## config.mk

```make
export PLATFORM = sky130hd
export DESIGN_NAME = sr_latch_bank_flat
export DESIGN_NICKNAME = d
export VERILOG_FILES = /design/src/rtl/sr_latch_bank_pkg.sv /design/src/rtl/sr_latch_bank_if.sv /design/src/rtl/sr_latch_bank_cell.sv /design/src/rtl/sr_latch_bank.sv /design/src/flat_wrapper.sv
export SDC_FILE = /design/constraint.sdc
export NUM_CORES = 1
export LEC_CHECK = 0
export CAP_MARGIN = 10
export CORE_ASPECT_RATIO = 2
export CORE_MARGIN = 5
export CORE_UTILIZATION = 48
export CTS_BUF_LIST = sky130_fd_sc_hd__clkbuf_16
export DETAILED_ROUTE_END_ITERATION = 10
export PLACE_DENSITY = 0.88
export SETUP_SLACK_MARGIN = 0.1
export SKIP_CTS_REPAIR_TIMING = 1
export SLEW_MARGIN = 10
export SYNTH_ARGS = -nofsm -noshare
export SYNTH_HDL_FRONTEND = slang
export SYNTH_SLANG_ARGS = --single-unit
```

## constraint.sdc

```tcl
create_clock -name clk -period 3.95 [get_ports clk]
set_clock_uncertainty 0.1 [all_clocks]
set_input_delay 0.5925 -clock clk [delete_from_list [all_inputs] [get_ports clk]]
set_output_delay 0.5925 -clock clk [all_outputs]
set_load 0.02 [all_outputs]
```

## src/rtl/sr_latch_bank_pkg.sv

```systemverilog
// Shared definitions for the sr_latch_bank: conflict-mode encodings and the
// per-channel next-state rule used by both the RTL and the bench model.
package sr_pkg;

  localparam int unsigned SR_MODE_SET_DOM = 0;
  localparam int unsigned SR_MODE_RST_DOM = 1;
  localparam int unsigned SR_MODE_HOLD    = 2;
  localparam int unsigned SR_MODE_TOGGLE  = 3;

  // Priority: clr, lone set, lone reset, conflict rule, hold.
  function automatic logic sr_next(input logic        clr,
                                   input logic        init,
                                   input logic        s,
                                   input logic        r,
                                   input logic        q,
                                   input int unsigned mode);
    logic nxt;
    nxt = q;
    if (clr) begin
      nxt = init;
    end else if (s && !r) begin
      nxt = 1'b1;
    end else if (r && !s) begin
      nxt = 1'b0;
    end else if (s && r) begin
      case (mode)
        SR_MODE_SET_DOM: nxt = 1'b1;
        SR_MODE_RST_DOM: nxt = 1'b0;
        SR_MODE_TOGGLE:  nxt = ~q;
        default:         nxt = q;
      endcase
    end
    return nxt;
  endfunction

endpackage

```

## src/rtl/sr_latch_bank_if.sv

```systemverilog
// Request/status bundle of the sr_latch_bank; master drives requests, slave is the bank.
interface sr_latch_bank_if #(
  parameter int unsigned WIDTH = 8,
  parameter int unsigned CNT_W = 8
);
  logic [WIDTH-1:0] s;
  logic [WIDTH-1:0] r;
  logic             clr;
  logic             cnt_clr;
  logic [WIDTH-1:0] q;
  logic [WIDTH-1:0] qbar;
  logic [WIDTH-1:0] rise;
  logic [WIDTH-1:0] fall;
  logic             conflict;
  logic [CNT_W-1:0] conflict_cnt;

  modport master (
    output s, r, clr, cnt_clr,
    input  q, qbar, rise, fall, conflict, conflict_cnt
  );

  modport slave (
    input  s, r, clr, cnt_clr,
    output q, qbar, rise, fall, conflict, conflict_cnt
  );
endinterface

```

## src/rtl/sr_latch_bank_cell.sv

```systemverilog
// One sr_latch_bank channel: stored bit, registered edge pulses and conflict flag.
module sr_cell
  import sr_pkg::*;
#(
  parameter int unsigned MODE = SR_MODE_SET_DOM,
  parameter logic        INIT = 1'b0
) (
  input  logic clk,
  input  logic rst_n,
  input  logic i_s,
  input  logic i_r,
  input  logic i_clr,
  output logic o_q,
  output logic o_rise,
  output logic o_fall,
  output logic o_conflict
);

  logic r_q;
  logic r_rise;
  logic r_fall;
  logic r_conflict;
  logic w_q_next;

  assign w_q_next = sr_next(i_clr, INIT, i_s, i_r, r_q, MODE);

  always_ff @(posedge clk or negedge rst_n) begin
    if (!rst_n) begin
      r_q        <= INIT;
      r_rise     <= 1'b0;
      r_fall     <= 1'b0;
      r_conflict <= 1'b0;
    end else begin
      r_q        <= w_q_next;
      r_rise     <= ~r_q & w_q_next;
      r_fall     <= r_q & ~w_q_next;
      // A clear cycle never registers as a conflict.
      r_conflict <= i_s & i_r & ~i_clr;
    end
  end

  assign o_q        = r_q;
  assign o_rise     = r_rise;
  assign o_fall     = r_fall;
  assign o_conflict = r_conflict;

endmodule

```

## src/rtl/sr_latch_bank.sv

```systemverilog
// Bank of WIDTH clocked set/reset cells with edge pulses and a saturating conflict counter.
// Define SR_LATCH_BANK_SYNC_EN to add a two-flop synchroniser on s/r for asynchronous sources.
module sr_latch_bank
  import sr_pkg::*;
#(
  parameter int unsigned      WIDTH      = 8,
  parameter int unsigned      MODE       = SR_MODE_SET_DOM,
  parameter bit               ACTIVE_LOW = 1'b0,
  parameter logic [WIDTH-1:0] INIT       = '0,
  parameter int unsigned      CNT_W      = 8
) (
  input logic           clk,
  input logic           rst_n,
  sr_latch_bank_if.slave bus
);

  logic [WIDTH-1:0] w_s_e;
  logic [WIDTH-1:0] w_r_e;
  logic [WIDTH-1:0] w_s;
  logic [WIDTH-1:0] w_r;
  logic [WIDTH-1:0] w_q;
  logic [WIDTH-1:0] w_rise;
  logic [WIDTH-1:0] w_fall;
  logic [WIDTH-1:0] w_conflict;
  logic             w_conflict_any;
  logic [CNT_W-1:0] r_cnt;

  assign w_s_e = ACTIVE_LOW ? ~bus.s : bus.s;
  assign w_r_e = ACTIVE_LOW ? ~bus.r : bus.r;

`ifdef SR_LATCH_BANK_SYNC_EN
  logic [WIDTH-1:0] r_s_meta;
  logic [WIDTH-1:0] r_s_sync;
  logic [WIDTH-1:0] r_r_meta;
  logic [WIDTH-1:0] r_r_sync;

  // Synchronised after inversion so reset value 0 always means "inactive".
  always_ff @(posedge clk or negedge rst_n) begin
    if (!rst_n) begin
      r_s_meta <= '0;
      r_s_sync <= '0;
      r_r_meta <= '0;
      r_r_sync <= '0;
    end else begin
      r_s_meta <= w_s_e;
      r_s_sync <= r_s_meta;
      r_r_meta <= w_r_e;
      r_r_sync <= r_r_meta;
    end
  end

  assign w_s = r_s_sync;
  assign w_r = r_r_sync;
`else
  assign w_s = w_s_e;
  assign w_r = w_r_e;
`endif

  for (genvar i = 0; i < WIDTH; i++) begin : g_cell
    sr_cell #(
      .MODE (MODE),
      .INIT (INIT[i])
    ) u_cell (
      .clk        (clk),
      .rst_n      (rst_n),
      .i_s        (w_s[i]),
      .i_r        (w_r[i]),
      .i_clr      (bus.clr),
      .o_q        (w_q[i]),
      .o_rise     (w_rise[i]),
      .o_fall     (w_fall[i]),
      .o_conflict (w_conflict[i])
    );
  end

  assign w_conflict_any = |w_conflict;

  always_ff @(posedge clk or negedge rst_n) begin
    if (!rst_n) begin
      r_cnt <= '0;
    end else if (bus.cnt_clr) begin
      r_cnt <= '0;
    end else if (w_conflict_any && (r_cnt != {CNT_W{1'b1}})) begin
      r_cnt <= r_cnt + CNT_W'(1);
    end
  end

  assign bus.q            = w_q;
  assign bus.qbar         = ~w_q;
  assign bus.rise         = w_rise;
  assign bus.fall         = w_fall;
  assign bus.conflict     = w_conflict_any;
  assign bus.conflict_cnt = r_cnt;

endmodule

```

## src/flat_wrapper.sv

```systemverilog
// flat-port wrapper written by rule: the top's interface ports become plain ports
module sr_latch_bank_flat import sr_pkg::*;
#(
  parameter int unsigned      WIDTH      = 8,
  parameter int unsigned      MODE       = SR_MODE_SET_DOM,
  parameter bit               ACTIVE_LOW = 1'b0,
  parameter logic [WIDTH-1:0] INIT       = '0,
  parameter int unsigned      CNT_W      = 8
)
  (clk, rst_n, bus_s, bus_r, bus_clr, bus_cnt_clr, bus_q, bus_qbar, bus_rise, bus_fall, bus_conflict, bus_conflict_cnt);
  sr_latch_bank_if #(.WIDTH(WIDTH), .CNT_W(CNT_W)) bus_i ();
  input logic clk;
  input logic rst_n;
  input wire logic [$bits(bus_i.s)-1:0] bus_s;
  input wire logic [$bits(bus_i.r)-1:0] bus_r;
  input wire logic [$bits(bus_i.clr)-1:0] bus_clr;
  input wire logic [$bits(bus_i.cnt_clr)-1:0] bus_cnt_clr;
  output wire logic [$bits(bus_i.q)-1:0] bus_q;
  output wire logic [$bits(bus_i.qbar)-1:0] bus_qbar;
  output wire logic [$bits(bus_i.rise)-1:0] bus_rise;
  output wire logic [$bits(bus_i.fall)-1:0] bus_fall;
  output wire logic [$bits(bus_i.conflict)-1:0] bus_conflict;
  output wire logic [$bits(bus_i.conflict_cnt)-1:0] bus_conflict_cnt;
  assign bus_i.s = bus_s;
  assign bus_i.r = bus_r;
  assign bus_i.clr = bus_clr;
  assign bus_i.cnt_clr = bus_cnt_clr;
  assign bus_q = bus_i.q;
  assign bus_qbar = bus_i.qbar;
  assign bus_rise = bus_i.rise;
  assign bus_fall = bus_i.fall;
  assign bus_conflict = bus_i.conflict;
  assign bus_conflict_cnt = bus_i.conflict_cnt;
  sr_latch_bank #(.WIDTH(WIDTH), .MODE(MODE), .ACTIVE_LOW(ACTIVE_LOW), .INIT(INIT), .CNT_W(CNT_W)) u_core (.clk(clk), .rst_n(rst_n), .bus(bus_i));
endmodule
```

==> impl_metrics.tcl <==
set metrics [dict create \
    status "finished clean" \
    maximum_number_of_pins_on_one_net_before_global_route_repair 41 \
    post-synth-top-area-cell "dfrtp_1" \
    1st_iter_drt_viols 25 \
    number_of_antenna_violations_at_the_first_check_in_global_routing 0 \
    startpoint "u_core.g_cell[2].u_cell.o_conflict" \
    cts_tree "built" \
    critical_path_buf_inv_count 1 \
    drc_errors 0 \
    worstSetupPathDepth 3 \
    clock_insertion_delay_worst_skew_ns 0.28 \
    cts-htree-levels 2 \
    post_synth.cell_area_avg_um2 11.1 \
    global_route.overflow_total 0 \
    cts_buffer_depth 2 \
    initial_utilization 0.490 \
    timing_hold_violations_final 0 \
    cap_violations 0 \
    grtUsageTotal 0.152 \
    critical_path.max_stage_delay_ns 0.55 \
    dp.cells 239 \
    grt_first_pass_wirelength_um 5470 \
    synth_cell_types 28 \
    cp_cell_sequence "nor4_4, nand2_1, clkdlybuf4s50_1" \
    drive_gt1_frac 0.0758 \
    number_of_input_and_output_port_buffers_inserted 60 \
    synth.yosys.seq_area_share 0.572 \
    hold_path.class "primary input to async pin" \
    number_of_synthesized_register_bits 40 \
    final.min_clock_period_ns 2.40 \
    synth_top_cell_area_share 0.572 \
    crit_fanout 3 \
    multi_input_area_um2 493 \
    slew-limit-headroom 0.431 \
    postSynthNetCount 178 \
    place.gp.congestion 0.670 \
    drtPass1Iterations 4 \
    total_standard_cell_area_after_synthesis_um2 1750 \
    nFillCells 294 \
    post_layout_nonfiller_instances 247 \
    design.final.nets 218 \
    ant_nets 0 \
    final_min_period_over_clock_period 0.609 \
    netlist_top_cells_area "dfrtp_1, buf_4, nor3b_1" \
    timing.critical_path.max_delay_family "buffers and inverters" \
    cts_buffers 5 \
    vias 1213 \
    route.detailed.wl_per_inst_um 13.9 \
    dpl.hpwl_um 2510 \
    type_of_destination_of_the_critical_path "primary output" \
    die_width_um 52.7 \
    reg2reg_from "u_core.bus.conflict_cnt[0]" \
    placementRows 31 \
    fmax_mhz 416 \
    final-seq-area_um2 1000 \
    top_signal_layer_used "met4" \
    finalWirelength_um 3420 \
    cts-root-buf "clkbuf_16" \
    crit_path_top_delay_cell "clkdlybuf4s50_1" \
    fin_util 0.660 \
    floorplan.die.height_um 95.4 \
    grt_setup_unrepaired "no" \
    io_pins 61 \
    final.hold.worst_slack_ns 0.321 \
    vias_in_the_first_global_route 1219 \
    core_region_area_um2 3570 \
    met1_length_um 1100 \
    total_leakage_power_nw 1.04 \
    peak_supply_drop_mv 0.330 \
    cp_required_ns 3.26 \
    worst-endpoint-arrival_ns 1.71 \
    r2r.worst_path.cells 5 \
    slew_of_the_pin_with_the_lowest_slew_margin_ns 0.853 \
    routed_via_density 4.91 \
    setup_viol 0 \
    detailroute.wirelength.met3_um 167 \
    clk_pin_slew_ns 0.06 \
    max_slew_violation_total_from_the_final_report 0 \
    areaGrowthSynthToFinish_pct 34.5 \
    routed-wl-met2_um 2040 \
    timing.setup.tns_ns 0 \
    clkSinkCount 40 \
    setup.worst_path.class "flop to primary output" \
    syn-instance-count 157 \
    antenna_diode_instance_count 0 \
    yosysWarningCount 0 \
    fp.dieArea_um2 5020 \
    p_total_w 0.000988 \
    setup.worst_path.start_class "flop" \
    power_per_cell_area_nw_per_um2 420 \
]
cells in the final DEF, fill, tap and decap left out:
cell | synthesis | routed
xor2_1 | 1 | 1
clkdlybuf4s50_1 | 0 | 59
buf_2 | 0 | 1
nor3_1 | 1 | 1
mux2i_1 | 1 | 1
nor4_4 | 2 | 2
nand4_1 | 1 | 1
clkinv_1 | 0 | 1
clkinv_2 | 0 | 2
a31oi_1 | 1 | 1
nor3b_1 | 16 | 16
nand4_2 | 1 | 1
dfrtp_1 | 40 | 40
o31ai_1 | 2 | 2
a211oi_2 | 1 | 1
clkbuf_16 | 0 | 5
or3_2 | 1 | 1
inv_1 | 17 | 17
or4_1 | 2 | 2
a21oi_1 | 13 | 13
o21ai_0 | 2 | 2
nand3_2 | 1 | 1
or3_1 | 1 | 1
and4b_1 | 1 | 1
o2bb2ai_4 | 1 | 1
and3_1 | 1 | 1
nand2_1 | 2 | 2
ha_1 | 1 | 1
nor2_1 | 19 | 19
nand3_1 | 1 | 1
cells in the mapped netlist (all sizes together):
master   count
dfrtp       40
ha           1
o21ai        2
a31oi        1
nand2        2
nand4        2
nor2        19
clkbuf       2
nor3         1
nor3b       16
xor2         1
inv         17
mux2i        1
or3          2
buf         25
nand3        2
a21oi       13
o2bb2ai      1
or4          2
and3         1
o31ai        2
and4b        1
nor4         2
a211oi       1
sequential cells by signal, summed over array words and instances (netlist names):
| name | count |
|---|---|
| u_core.g_cell.u_cell.o_rise | 8 |
| u_core.g_cell.u_cell.o_q | 8 |
| u_core.bus.conflict_cnt | 8 |
| u_core.g_cell.u_cell.o_conflict | 8 |
| u_core.g_cell.u_cell.o_fall | 8 |
logic make-up after synthesis:
kind of cell,after synthesis,synth area share
DFF,40,0.572
buffers and inverters,44,0.146
and+or+nand+nor,50,0.186
adders and majority gates,1,0.00715
muxes,1,0.00572
xor gates and xnor gates,1,0.00501
AOI/OAI and AO/OA,20,0.0780
final timing paths:
check / to / slack [ns]
max: bus_conflict / 1.55
min: u_core.g_cell[1].u_cell.o_fall / 0.32
max reg2reg: u_core.bus.conflict_cnt[5] / 2.19
min reg2reg: u_core.g_cell[3].u_cell.o_rise / 0.38
max in group asynchronous: u_core.g_cell[7].u_cell.o_fall / 2.89
min in group clk: u_core.g_cell[3].u_cell.o_rise / 0.38
per-layer routing:
layer	GRT usage	up-vias
li1	-	574
met1	0.140	582
met2	0.284	46
met3	0.0407	11
met4	0.0832	0
met5	0	-
layout make-up:
type / instances / share of cell area
repair buffers: 60 / 0.253
clock inverters: 3 / 0.00585
well taps: 49 / 0.0260
clock buffers: 5 / 0.0532
inverters: 17 / 0.0271
flip-flops and latches: 40 / 0.425
multi-input cells: 73 / 0.209
where the power goes:
group          internal (W)  total, W  leakage [nW]  switching (W)
clock network      0.000229  0.000379        0.0710       0.000150
logic             0.0000792  0.000160         0.444      0.0000810
registers          0.000432  0.000448         0.530      0.0000162
total              0.000740  0.000988          1.04       0.000247
per-stage QoR:
stage,instance area [um^2],worst slack [ns]
floorplan,1750,2.24
global placement,2210,1.85
detailed placement,2210,1.82
CTS,2350,1.52
global route,2350,1.47
finish,2350,1.55
Note: power is estimated with default switching activity, not from simulation.
